**src/rtl/systolic_pkg.sv**
```systemverilog
// rtl/systolic_pkg.sv - shared constants, state encoding and matrix packing helpers
package systolic_pkg;

  localparam int DIM    = 4;
  localparam int ELEM_W = 8;
  localparam int MAT_W  = DIM * DIM * ELEM_W;
  localparam int VEC_W  = DIM * ELEM_W;
  localparam int K_W    = $clog2(DIM);

  typedef enum logic [2:0] {
    IDLE,
    CLEAR,
    FEED,
    DRAIN,
    OUT
  } state_t;

  // Row-major packing: element (i,j) sits at the top of the word for (0,0).
  function automatic logic [ELEM_W-1:0] elem(input logic [MAT_W-1:0] mat,
                                             input int i, input int j);
    return mat[MAT_W-1-ELEM_W*(DIM*i+j) -: ELEM_W];
  endfunction

  function automatic logic [MAT_W-1:0] set_elem(input logic [MAT_W-1:0] mat,
                                                input int i, input int j,
                                                input logic [ELEM_W-1:0] v);
    logic [MAT_W-1:0] r;
    r = mat;
    r[MAT_W-1-ELEM_W*(DIM*i+j) -: ELEM_W] = v;
    return r;
  endfunction

endpackage

```
**src/rtl/systolic_operand_sel.sv**
```systemverilog
// rtl/systolic_operand_sel.sv - picks column k of A and row k of B for one feed cycle
module systolic_operand_sel
  import systolic_pkg::*;
(
  input  logic [MAT_W-1:0] a,
  input  logic [MAT_W-1:0] b,
  input  logic [K_W-1:0]   k,
  output logic [VEC_W-1:0] col_a,
  output logic [VEC_W-1:0] row_b
);

  always_comb begin
    col_a = '0;
    row_b = '0;
    for (int n = 0; n < DIM; n++) begin
      col_a[VEC_W-1-ELEM_W*n -: ELEM_W] = elem(a, n, int'(k));
      row_b[VEC_W-1-ELEM_W*n -: ELEM_W] = elem(b, int'(k), n);
    end
  end

endmodule

```
**src/rtl/systolic_ctrl.sv**
```systemverilog
// rtl/systolic_ctrl.sv - job sequencer: accept A/B, clear and feed the array, return C
module systolic_ctrl
  import systolic_pkg::*;
#(
  parameter int DRAIN_TIMEOUT = 16
) (
  input  logic               clk,
  input  logic               reset,
  input  logic               s_valid,
  output logic               s_ready,
  input  logic [MAT_W-1:0]   s_a,
  input  logic [MAT_W-1:0]   s_b,
  output logic               m_valid,
  input  logic               m_ready,
  output logic [MAT_W-1:0]   m_result,
  output logic               m_error,
  output logic               arr_rst_n,
  output logic [VEC_W-1:0]   arr_matrixA,
  output logic [VEC_W-1:0]   arr_matrixB,
  output logic               arr_valid_in,
  input  logic [MAT_W-1:0]   arr_result,
  input  logic               arr_valid_out
);

  localparam int TW = $clog2(DRAIN_TIMEOUT + 1);

  state_t           state;
  logic [K_W:0]     k;
  logic [TW-1:0]    tcnt;
  logic [MAT_W-1:0] a_q;
  logic [MAT_W-1:0] b_q;
  logic [VEC_W-1:0] col_a;
  logic [VEC_W-1:0] row_b;

  assign s_ready = (state == IDLE) && reset;

  systolic_operand_sel u_sel (
    .a     (a_q),
    .b     (b_q),
    .k     (k[K_W-1:0]),
    .col_a (col_a),
    .row_b (row_b)
  );

  // k counts columns already issued; it reaches DIM on the last FEED cycle.
  always_ff @(posedge clk or negedge reset) begin
    if (!reset) begin
      state        <= IDLE;
      k            <= '0;
      tcnt         <= '0;
      a_q          <= '0;
      b_q          <= '0;
      arr_rst_n    <= 1'b0;
      arr_valid_in <= 1'b0;
      arr_matrixA  <= '0;
      arr_matrixB  <= '0;
      m_valid      <= 1'b0;
      m_error      <= 1'b0;
      m_result     <= '0;
    end else begin
      case (state)
        IDLE: begin
          arr_rst_n <= 1'b1;
          if (s_valid) begin
            a_q       <= s_a;
            b_q       <= s_b;
            k         <= '0;
            arr_rst_n <= 1'b0;
            state     <= CLEAR;
          end
        end
        CLEAR: begin
          arr_rst_n    <= 1'b1;
          arr_valid_in <= 1'b1;
          arr_matrixA  <= col_a;
          arr_matrixB  <= row_b;
          k            <= k + 1'b1;
          state        <= FEED;
        end
        FEED: begin
          if (k == (K_W+1)'(DIM)) begin
            arr_valid_in <= 1'b0;
            arr_matrixA  <= '0;
            arr_matrixB  <= '0;
            tcnt         <= '0;
            state        <= DRAIN;
          end else begin
            arr_matrixA <= col_a;
            arr_matrixB <= row_b;
            k           <= k + 1'b1;
          end
        end
        DRAIN: begin
          if (arr_valid_out) begin
            m_result <= arr_result;
            m_error  <= 1'b0;
            m_valid  <= 1'b1;
            state    <= OUT;
          end else if (tcnt == TW'(DRAIN_TIMEOUT - 1)) begin
            m_result <= '0;
            m_error  <= 1'b1;
            m_valid  <= 1'b1;
            state    <= OUT;
          end else begin
            tcnt <= tcnt + 1'b1;
          end
        end
        OUT: begin
          if (m_ready) begin
            m_valid <= 1'b0;
            state   <= IDLE;
          end
        end
        default: state <= IDLE;
      endcase
    end
  end

endmodule
```
**config.mk**
```make
export PLATFORM = sky130hd
export DESIGN_NAME = systolic_ctrl
export DESIGN_NICKNAME = d
export VERILOG_FILES = /design/src/rtl/systolic_pkg.sv /design/src/rtl/systolic_operand_sel.sv /design/src/rtl/systolic_ctrl.sv
export SDC_FILE = /design/constraint.sdc
export NUM_CORES = 1
export LEC_CHECK = 0
export CORE_AREA = 5 5 227 229
export CTS_CLUSTER_SIZE = 8
export DETAILED_ROUTE_END_ITERATION = 8
export DIE_AREA = 0 0 232 234
export HOLD_SLACK_MARGIN = 0.1
export PLACE_DENSITY = 0.77
export SLEW_MARGIN = 25
export SYNTH_ARGS = -nofsm -noshare
export SYNTH_HDL_FRONTEND = slang
export SYNTH_SLANG_ARGS = --single-unit
```
**constraint.sdc**
```tcl
create_clock -name clk -period 3.4 [get_ports clk]
set_clock_uncertainty 0.05 [all_clocks]
set_input_delay 1.02 -clock clk [delete_from_list [all_inputs] [get_ports clk]]
set_output_delay 1.02 -clock clk [all_outputs]
set_load 0.03 [all_outputs]
```
### Word level (Yosys, flattened, before mapping)

Cells that the tools add are included.

* flip-flop bits (word level): 463
* output and inout bits: 197
* input port bits: 389
* word-level logic and storage cells: 92

* add/sub/neg operators: 16
* reduce and logical (&&, ||, !) cells: 15
* equality and inequality tests: 13
* multiplexer cells: 28
* shift-type cells: 8

Operator list (number)
* indexed part select 135 x 32 -> 8 bit: 8
* two-way mux 128 bit: 2
* subtractor 8 x 32 -> 32 bit, first input constant: 6
* one-hot mux 32 bit (2 select lines): 2
* two-way mux 32 bit: 2
* two-way mux 3 bit: 7
* two-way mux 5 bit: 3
* one-hot mux 3 bit (5 select lines): 1
* != test 2 bit, second input constant: 6
* adder 4 x 2 -> 5 bit, first input constant: 2
* adder 4 x 2 -> 5 bit, second input constant: 2
* one-hot mux 5 bit (2 select lines): 1
* nonzero test 2 bit: 5
* one-hot mux 3 bit (3 select lines): 1
* AND reduction 4 bit: 2
* subtractor 7 x 5 -> 8 bit, first input constant: 1
* subtractor 7 x 7 -> 8 bit, first input constant: 1
* == test 3 x 2 -> 1 bit, second input constant: 2
* == test 3 bit, second input constant: 2
* two-way mux 1 bit: 6
* one-hot mux 1 bit (2 select lines): 3
* AND reduction 2 bit: 3
* AND reduction 3 bit: 2
* adder 4 x 1 -> 5 bit, second input constant: 1
* other kinds (9): 9

### Longest topological paths before layout

* depth after elaboration: 5
* mapped depth: 10
* mapped depth without buffers: 7

### Hierarchy

Synthesis repeated with hierarchy kept, for this count alone.

* cells, all modules: 1264
* area total of the unflattened synthesis: 20169.3 um2

Modules (own cells, without submodules)
* systolic_ctrl: area each 18546.5 um2, cells an instance 1186, instances 1, sequential area each 11586.1 um2
* systolic_operand_sel: area each 1622.8 um2, cells an instance 78, instances 1, sequential area each 0.0 um2

### Worst setup path after synthesis

Ideal clock, no wire load.

* path kind: input to output
* start: input port reset
* end: output port s_ready
* buffers on the path: 0
* data required time: 2.330 ns
* data arrival time: 1.296 ns
* slack: 1.034 ns
* stages: 1
* cells stage by stage: and2_1

* cells in the longest elaborated chain, start to end: 1

RTL lines
* from (decl): RTL line systolic_ctrl.sv:8 `input logic reset,`
* logical AND 1 bit: RTL line systolic_ctrl.sv:35 `assign s_ready = (state == IDLE) && reset;`
* to (decl): RTL line systolic_ctrl.sv:10 `output logic s_ready,`

Every way passes these cells.

### Worst setup path after layout

* start: register arr_rst_n
* end: output port arr_rst_n

RTL lines
* from (decl): RTL line systolic_ctrl.sv:17 `output logic arr_rst_n,`
* from (signal assigned): RTL line systolic_ctrl.sv:53 `arr_rst_n <= 1'b0;`
* from (signal assigned): RTL line systolic_ctrl.sv:63 `arr_rst_n <= 1'b1;`
* from (signal assigned): RTL line systolic_ctrl.sv:68 `arr_rst_n <= 1'b0;`

No word-level cell between the ends.

==> metrics <==
fin worst setup slack ~0.62 ns; post-route ant nets 0; Clk pwr share between 20% and 30%; largest net degree at the start of global routing around 190; Vias roughly 13000; Reg power frac about a third; Synth Net Count between 1500 and 2000; Remaining DRCs 0; DPL Wire Length 39600 um; CTS tree yes; Core Util, Final 56.6%; Yosys warnings 0; DRT iter0 DRCs approximately 620; Setup CP Type flip-flop to primary output; Worst setup startpoint arr_rst_n; synthesized cell area 19600 sq um; Slew Viols, Final 0; most common cell after layout, fill and taps aside clkdlybuf4s50_1; clock sink total around 460; Via density 5.19; LEAKAGE 12.0 nW; Total GRT Usage about a fifth; Initial Utilization 39.7%; grt ovf 0; crit path max fanout 2; Setup crit end kind primary output; # placed instances ~2300; Finished Cell Area about 28000 sq um; worst reg2reg path depth 6; hold_ws between 0.2 and 0.25 ns; Sw Share between 30% and 40%; post-CTS setup buffers 0; placed cell areas approximately 26000 sq um; sw power a little under 10 mW; most frequent cells in the layout 583 x clkdlybuf4s50_1, 461 x dfrtp_1, 229 x mux2_4; pwr dens between 1000 and 1500 nW/um^2; Main synth FF type dfrtp_1; worst path bufs/invs 1; first drt pass iteration count 4; CTS Buf Count 68; WL/cell ~23 um; clock period minus worst slack between 2 and 3 ns; R2R Path Start k[1]; Crit path max-delay family buffers and inverters; r2r endpoint k[2]; routed wire length 57000 um; antenna violations before repair 8; Critical Path Source Type flip-flop; filler cell count approximately 3800; Post-synth EDFFs 0; Die H roughly 230 um; die area 54300 sq um; fraction of layout cells with a size suffix above 1 24.9%; Non-Filler Instances about 2400; GPL Wtd Cong approximately 0.82; Area Growth Syn to Fin 42.7%; FFs w/ async S/R, synth 100%; Final Cycle Share ~82%; worst-path cell chain clkdlybuf4s50_1; peak per-stage delay on the critical path slightly below 0.8 ns; Fmax between 0.3 and 0.4 GHz; core region area ~49000 sq um; Total Power between 20 and 30 mW; Slew @ Worst Pin around 1.0 ns; Setup WS pre-CTS between 0.5 and 0.6 ns; first-pass GRT wire length around 85000 um; combinational power share 45.1%; status complete, no violations; post-CTS sizing 0; htree depth 3; area of the multi-input gates roughly 7400 sq um; Worst slew margin 32.6%; # setup viols final 0; synth unique cells 36; Fin Setup TNS 0 ns; # rows 82; Slowest cell on crit path clkdlybuf4s50_1; Clock Tree Buf Depth 3; Final Hold Viols 0; FF/Latch Area approximately 12000 sq um; Post-Synthesis Cells around 1100; Required @ worst endpoint ~2.3 ns; Max VDD drop around 0.00055 V; CTS root buf clkbuf_16; flop and latch count out of synthesis roughly 460; Syn Area/Cell between 15 and 20 sq um; Hold Path Class primary input to asynchronous set/reset pin; hold buffer count at CTS 0; flop2flop setup slack approximately 0.9 ns; unrepaired setup endpoints after global routing false; Pint 19.3 mW; Nets approximately 2100; vias in the first global route 13800; Critical Path AT 1.71 ns; IO Port Bufs slightly below 600; clock transition at the registers of the reported paths roughly 0.050 ns; max-cap viol count 0; Clk Latency, worst-skew pair between 0.5 and 0.6 ns; io pins 586; die width between 200 and 250 um; sequential area share after synthesis between 50% and 60%
area by class of cell:
| class | instances | area share [%] |
|---|---|---|
| antenna | 9 | 0.0805 |
| tap | 672 | 3.00 |
| clock inverter | 2 | 0.139 |
| timing repair buffer | 614 | 22.5 |
| multi-input combinational | 586 | 26.3 |
| sequential | 463 | 41.4 |
| clock buffer | 77 | 6.47 |
| inverter | 5 | 0.0671 |
metal layers:
layer | track usage (%) | share of wire [%] | vias to the layer above
met5 | 0 | 0.098 | -
met4 | 7.75 | 2.8 | 8
met3 | 7.23 | 8.5 | 100
met2 | 34.1 | 50 | 469
met1 | 24.4 | 38 | 6524
li1 | - | - | 5497
power groups by stage:
stage               combinational (mW)  sequential, mW  clock, mW
finish                            13.2            10.0       6.06
global route                      13.9            10.3       6.46
CTS                               13.3            10.0       6.22
detailed placement                13.3            10.0          0
global placement                  13.0            9.88          0
floorplan                         7.38            11.5          0
cell usage after synthesis, drive strengths merged, types with 2 or more instances:
library cell	instances	area [sq um]
a31oi	2	12.5
a21oi	7	35.0
buf	77	636
nor2	8	30.0
nor2b	2	12.5
and3	2	12.5
nand2	12	45.0
clkbuf	13	48.8
ha	4	50.1
nand2b	3	18.8
nand3b	2	15.0
nand3	3	15.0
dfrtp	463	11600
o21ai	7	35.0
mux4	64	1440
and2	4	25.0
a22o	197	1730
inv	5	18.8
mux2	257	3750
registers in the layout, indices dropped and copies added, names as in the netlist, 3 cells and up:
signal,count
state,3
arr_matrixB,32
m_result,128
b_q,128
tcnt,5
a_q,128
arr_matrixA,32
k,3
cell families (layout without fill, tap and decap cells):
kind of cell | after synthesis | after routing | share of synthesized area [%]
buf+inv | 95 | 698 | 3.59
xor+xnor | 1 | 1 | 0.0447
fa+ha+maj | 4 | 4 | 0.255
simple gates | 40 | 40 | 1.04
flops | 463 | 463 | 59.1
compound gates | 219 | 219 | 9.46
mux | 322 | 322 | 26.5
other cells | 0 | 9 | 0
worst max-delay path by stage:
stage	cells past startpoint	slack [ns]	to
after floorplan	1	1.03	s_ready
after global placement	5	0.57	a_q[7]
after detailed placement	5	0.51	a_q[20]
after CTS	1	0.53	arr_rst_n
after global routing	1	0.52	arr_rst_n
final	1	0.62	arr_rst_n
Power figures use the tool's default switching activity.
